File: src/rtl/io_bus_arbiter_pkg.sv
// Shared types and constants for the two-requester IO bus arbiter.
// Imported by the arbiter top and its watchdog.
package io_bus_arbiter_pkg;

  typedef enum logic {
    IDLE = 1'b0,
    BUSY = 1'b1
  } state_e;

  localparam int NUM_REQ = 2;

  localparam logic [31:0] ABORT_DATA = 32'hdeadbeef;

endpackage

File: src/rtl/io_bus_watchdog.sv
// Saturating stall counter; expired while the count sits at limit-1.
// Shared by the IO bus arbiter and the peripheral stall monitors.
module io_bus_watchdog #(
  parameter int unsigned TimeoutCycles = 65535
) (
  input  logic i_clk,
  input  logic i_rst,
  input  logic i_clr,
  input  logic i_en,
  output logic o_expired
);

  localparam int unsigned W = $clog2(TimeoutCycles + 1);
  localparam logic [W-1:0] LIMIT = W'(TimeoutCycles - 1);
  localparam logic [W-1:0] CMAX = '1;

  logic [W-1:0] cnt_q, cnt_d;

  always_comb begin
    cnt_d = cnt_q;
    if (i_clr) begin
      cnt_d = '0;
    end else if (i_en && cnt_q != CMAX) begin
      cnt_d = cnt_q + W'(1);
    end
  end

  always_ff @(posedge i_clk or negedge i_rst) begin
    if (!i_rst) begin
      cnt_q <= '0;
    end else begin
      cnt_q <= cnt_d;
    end
  end

  assign o_expired = (cnt_q == LIMIT);

endmodule

File: src/rtl/io_bus_arbiter.sv
// Round-robin owner of the IO bus device port for CPU (0) and DMA (1).
// Grant is held for one transaction; a watchdog aborts stuck devices.
module io_bus_arbiter
  import io_bus_arbiter_pkg::*;
#(
  parameter int unsigned TimeoutCycles = 65535,
  parameter logic [31:0] AbortData = ABORT_DATA
) (
  input  logic        i_clk,
  input  logic        i_rst,
  input  logic [31:0] i_req_dev_id    [NUM_REQ],
  input  logic        i_req_out_valid [NUM_REQ],
  input  logic [31:0] i_req_out_bits  [NUM_REQ],
  output logic        o_req_out_ready [NUM_REQ],
  input  logic        i_req_in_ready  [NUM_REQ],
  output logic        o_req_in_valid  [NUM_REQ],
  output logic [31:0] o_req_in_bits   [NUM_REQ],
  output logic [31:0] o_bus_dev_id,
  output logic        o_bus_out_valid,
  output logic [31:0] o_bus_out_bits,
  input  logic        i_bus_out_ready,
  output logic        o_bus_in_ready,
  input  logic        i_bus_in_valid,
  input  logic [31:0] i_bus_in_bits,
  output logic        o_timeout,
  output logic [1:0]  o_grant
);

  state_e state_q, state_d;
  logic   own_q, own_d;
  logic   last_q, last_d;

  logic [NUM_REQ-1:0] req;
  logic busy, out_leg, in_leg, hs, abort;
  logic expired, wd_clr, wd_en;

  always_comb begin
    for (int n = 0; n < NUM_REQ; n++) begin
      req[n] = i_req_out_valid[n] | i_req_in_ready[n];
    end
  end

  // OUT leg wins when a requester illegally raises both.
  assign busy    = (state_q == BUSY);
  assign out_leg = i_req_out_valid[own_q];
  assign in_leg  = i_req_in_ready[own_q] & ~out_leg;
  assign hs      = busy & ((out_leg & i_bus_out_ready)
                         | (in_leg & i_bus_in_valid));
  assign abort   = busy & req[own_q] & ~hs & expired;
  assign wd_en   = busy & ~hs;
  assign wd_clr  = ~busy | hs | ~req[own_q] | abort;

  io_bus_watchdog #(
    .TimeoutCycles(TimeoutCycles)
  ) u_wdog (
    .i_clk     (i_clk),
    .i_rst     (i_rst),
    .i_clr     (wd_clr),
    .i_en      (wd_en),
    .o_expired (expired)
  );

  always_comb begin
    state_d = state_q;
    own_d   = own_q;
    last_d  = last_q;
    unique case (state_q)
      IDLE: begin
        if (|req) begin
          state_d = BUSY;
          own_d   = req[~last_q] ? ~last_q : last_q;
        end
      end
      BUSY: begin
        if (hs | ~req[own_q] | abort) begin
          state_d = IDLE;
          last_d  = own_q;
        end
      end
      default: state_d = IDLE;
    endcase
  end

  always_ff @(posedge i_clk or negedge i_rst) begin
    if (!i_rst) begin
      state_q <= IDLE;
      own_q   <= 1'b0;
      last_q  <= 1'b1;
    end else begin
      state_q <= state_d;
      own_q   <= own_d;
      last_q  <= last_d;
    end
  end

  always_comb begin
    o_grant         = '0;
    o_bus_dev_id    = '0;
    o_bus_out_valid = 1'b0;
    o_bus_out_bits  = '0;
    o_bus_in_ready  = 1'b0;
    o_timeout       = abort;
    for (int n = 0; n < NUM_REQ; n++) begin
      o_req_out_ready[n] = 1'b0;
      o_req_in_valid[n]  = 1'b0;
      o_req_in_bits[n]   = '0;
    end
    if (busy) begin
      o_grant[own_q]         = 1'b1;
      o_bus_dev_id           = i_req_dev_id[own_q];
      o_bus_out_valid        = out_leg & ~abort;
      o_bus_out_bits         = i_req_out_bits[own_q];
      o_bus_in_ready         = in_leg & ~abort;
      o_req_out_ready[own_q] = i_bus_out_ready | (abort & out_leg);
      o_req_in_valid[own_q]  = (~out_leg & i_bus_in_valid)
                             | (abort & in_leg);
      o_req_in_bits[own_q]   = (abort & in_leg) ? AbortData
                                                : i_bus_in_bits;
    end
  end

endmodule

File: config.mk
export PLATFORM = sky130hd
export DESIGN_NAME = io_bus_arbiter
export DESIGN_NICKNAME = d
export VERILOG_FILES = /design/src/rtl/io_bus_arbiter_pkg.sv /design/src/rtl/io_bus_watchdog.sv /design/src/rtl/io_bus_arbiter.sv
export SDC_FILE = /design/constraint.sdc
export NUM_CORES = 1
export LEC_CHECK = 0
export BUFFER_PORTS_ARGS = -buffer_cell sky130_fd_sc_hd__clkbuf_2
export CORE_AREA = 10 10 109 111
export CTS_BUF_LIST = sky130_fd_sc_hd__clkbuf_8
export DETAILED_ROUTE_END_ITERATION = 12
export DIE_AREA = 0 0 119 121
export PLACE_DENSITY = 0.74
export SYNTH_ARGS = -nofsm -noshare
export SYNTH_HDL_FRONTEND = slang
export SYNTH_SLANG_ARGS = --single-unit
File: constraint.sdc
create_clock -name i_clk -period 2 [get_ports i_clk]
set_input_delay 0.3 -clock i_clk [delete_from_list [all_inputs] [get_ports i_clk]]
set_output_delay 0.3 -clock i_clk [all_outputs]
set_load 0.005 [all_outputs]
==> metrics <==
outcome finished with violations; failing checks hold timing, setup timing; final wirelength 17200 um; Crit Path Class reg2out; Least-Margin Pin Slew 495 ps; Yosys warnings 0; setup ws final -369 ps; Req. time, crit path 1700 ps; simple-gate share of the synthesized area 0.334; skew final 2.49 ps; FMAX 422 MHz; drt drc 0; synth cell count leaders 69 x mux2i_1, 66 x nor2b_1, 48 x o21a_1, 19 x and3_1, 19 x clkbuf_1; M3 GR Usage 0.0456; Reg clk slew, reported paths 70 ps; Site Rows 36; Starting Density 0.308; synthesized area 2970 um2; worst min path class in2async; clk_lat worst skew 250 ps; Fill cells 843; Buffers on Ports 304; met1 Usage GRT 0.220; Min Hold Slack -1.33 ps; setup violators final 72; Overflow after GRT 0; total global-route track usage 0.200; CTS Buf Count 3; setup slack, reg-to-reg -10 ps; predominant post-synthesis flop cell dfrtp_1; deepest clock path buffer count 2; M2 GR Usage 0.380; TritonCTS clock tree done; Rel. slew slack 0.662; Vias/cell 5.07; layout cells sized above 1 0.597; largest family of logic cells by synthesized area simple AND/OR/NAND/NOR gates; first-pass GRT wire length 23800 um; leakage power 0.00298 uW; Netlist cell types 48; Setup TNS -19940 ps; RSZ-0062 raised after global routing yes; PD cells 1000 nW/um2; mux share of post-synthesis cell area 0.236; vias in the first global route 4139; synthesis-to-layout area growth 86.3%; Root Buffer clkbuf_8; mean post-synth cell area 7.97 um2; Mapped Nets 543; area leader, netlist mux2i_1; RePlAce Congestion 0.909; H-tree levels 1; Seq/Total Area, Yosys 0.160; Final Hold Viols 4; WL per Instance 20.4 um; crit path launch u_wdog.cnt_q[0]$_DFFE_PN0P_; top-level I/O count 305; via count 4257; Post-Synth XOR/XNOR Area 0.00589; Final Util 0.575; Period Utilization, post-route 1.18; HPWL Detailed 13200 um; final slew viol count 0; Post-synth ARST share 1.00; startpoint types register; Critical Path Sink Type primary output; total clock sinks 19; R2R cell count 7; area of the core 9640 um2; Die ar. 14400 um2; Reg area 482 um2; adder-cell area share of the yosys netlist 0.00842; most common cell in the synthesized netlist mux2i_1; GR peak layer met2; Synth area leaders mux2i_1 23%, dfrtp_1 15%, nor2b_1 14%; CP arrival 2070 ps; footprint of the multi-input gates 2530 um2; flops & latches, synth 19; Worst Path Max Fanout 12; max-cap violations 0; largest net degree at the start of global routing 75; Initial DRC Count 308; Ant. Diodes 0; fin crit period 2370 ps; antenna-violating nets left 0; Synth Instances 373; initial antenna violation count 0; Reg2Reg Capture Point u_wdog.cnt_q[14]$_DFFE_PN0P_; Synth Area in Compound Gates 0.194; Die W 119 um; maximum VDD drop 0.000447 V; Die Y 121 um; DR pass1 iterations 4; number of synthesized flops with an enable pin 0; Yosys top cell area share 0.232; reg2reg start own_q$_DFFE_PN0P_; fin nets 878
-- per-stage QoR --
step                      hold slack, ps  instance area (um2)  total power, uW  setup WS [ps]  std cells
after floorplan                     4.41                 2980             2670           1.13        373
after global placement               280                 4850             4400           37.0        810
after detailed placement             289                 4850             4500          -17.7        810
after CTS                           5.45                 5200             5150           -276        825
after global routing                20.6                 5540             5920           -442        840
final                              -1.33                 5540             5550           -369        840
-- worst max-delay path by stage --
stage	slack, ps	cells after the start	to
after floorplan	1	8	o_req_in_bits[14]
after global placement	40	8	o_req_in_bits[56]
after detailed placement	-20	6	u_wdog.cnt_q[12]$_DFFE_PN0P_
after CTS	-280	10	o_req_in_bits[19]
after global routing	-440	10	o_req_in_bits[45]
final	-370	10	o_req_in_bits[45]
-- layout by cell type, fill, tap and decap left out, drive strengths merged, types with 5 or more instances in the layout --
master	synthesis	final
nand4	12	12
a21oi	16	16
dfrtp	18	18
and4	5	5
mux2i	69	69
and3	19	19
nand3	10	11
clkbuf	20	273
nor3	8	8
nor2b	66	66
o21a	48	48
nor2	12	12
buf	17	95
nand2	8	8
o21ai	6	6
-- power by group --
group	total (uW)	internal [uW]	switching (uW)
logic	4810	2540	2270
clock network	262	136	126
registers	472	442	30.2
total	5550	3120	2420
-- layer usage --
metal  up-vias  routed length [um]
li1       2025                   -
met1      2008                6390
met2       202                9340
met3        22                1110
met4         0                 342
met5         -                   0
-- state kept, by name, summed over array words and instances (netlist names) --
register	count
own_q	1
u_wdog.cnt_q	16
last_q	1
busy	1
-- critical path, stage by stage, from the launching register on --
cell and delay, ps:
dfrtp_1 400, inv_2 90, ha_4 130, and3_4 210, nand4_4 80, buf_6 140, nor3_4 200, buf_6 170
clkbuf_16 160, o21a_1 110, buf_2 120
-- repair_timing --
item | CTS | global route
cloned | 6 | 6
hold buffers | 0 | 0
gates resized for setup | 40 | 76
buffers inserted | 5 | 10
pin swaps | 14 | 11
endpoints found under the setup margin | 72 | 93
hold endpoints to repair | 0 | 0
-- final cells by class --
cell class	count	area share
clock buffers	3	0.00746
clock inverters	1	0.000678
inverters	4	0.00339
multi-input cells	314	0.458
flip-flops and latches	19	0.0870
well taps	133	0.0300
repair buffers	365	0.413
repair inverters	1	0.000904
-- cells by family (layout without fill, tap and decap cells) --
logic type,after synthesis,in the layout
adder cells (fa/ha/maj),2,2
buffers and inverters,41,374
multiplexers,70,70
XOR/XNOR,2,2
AO/OA/AOI/OAI,82,82
AND/OR/NAND/NOR,157,158
flip-flops,19,19
Power figures use the tool's default switching activity.
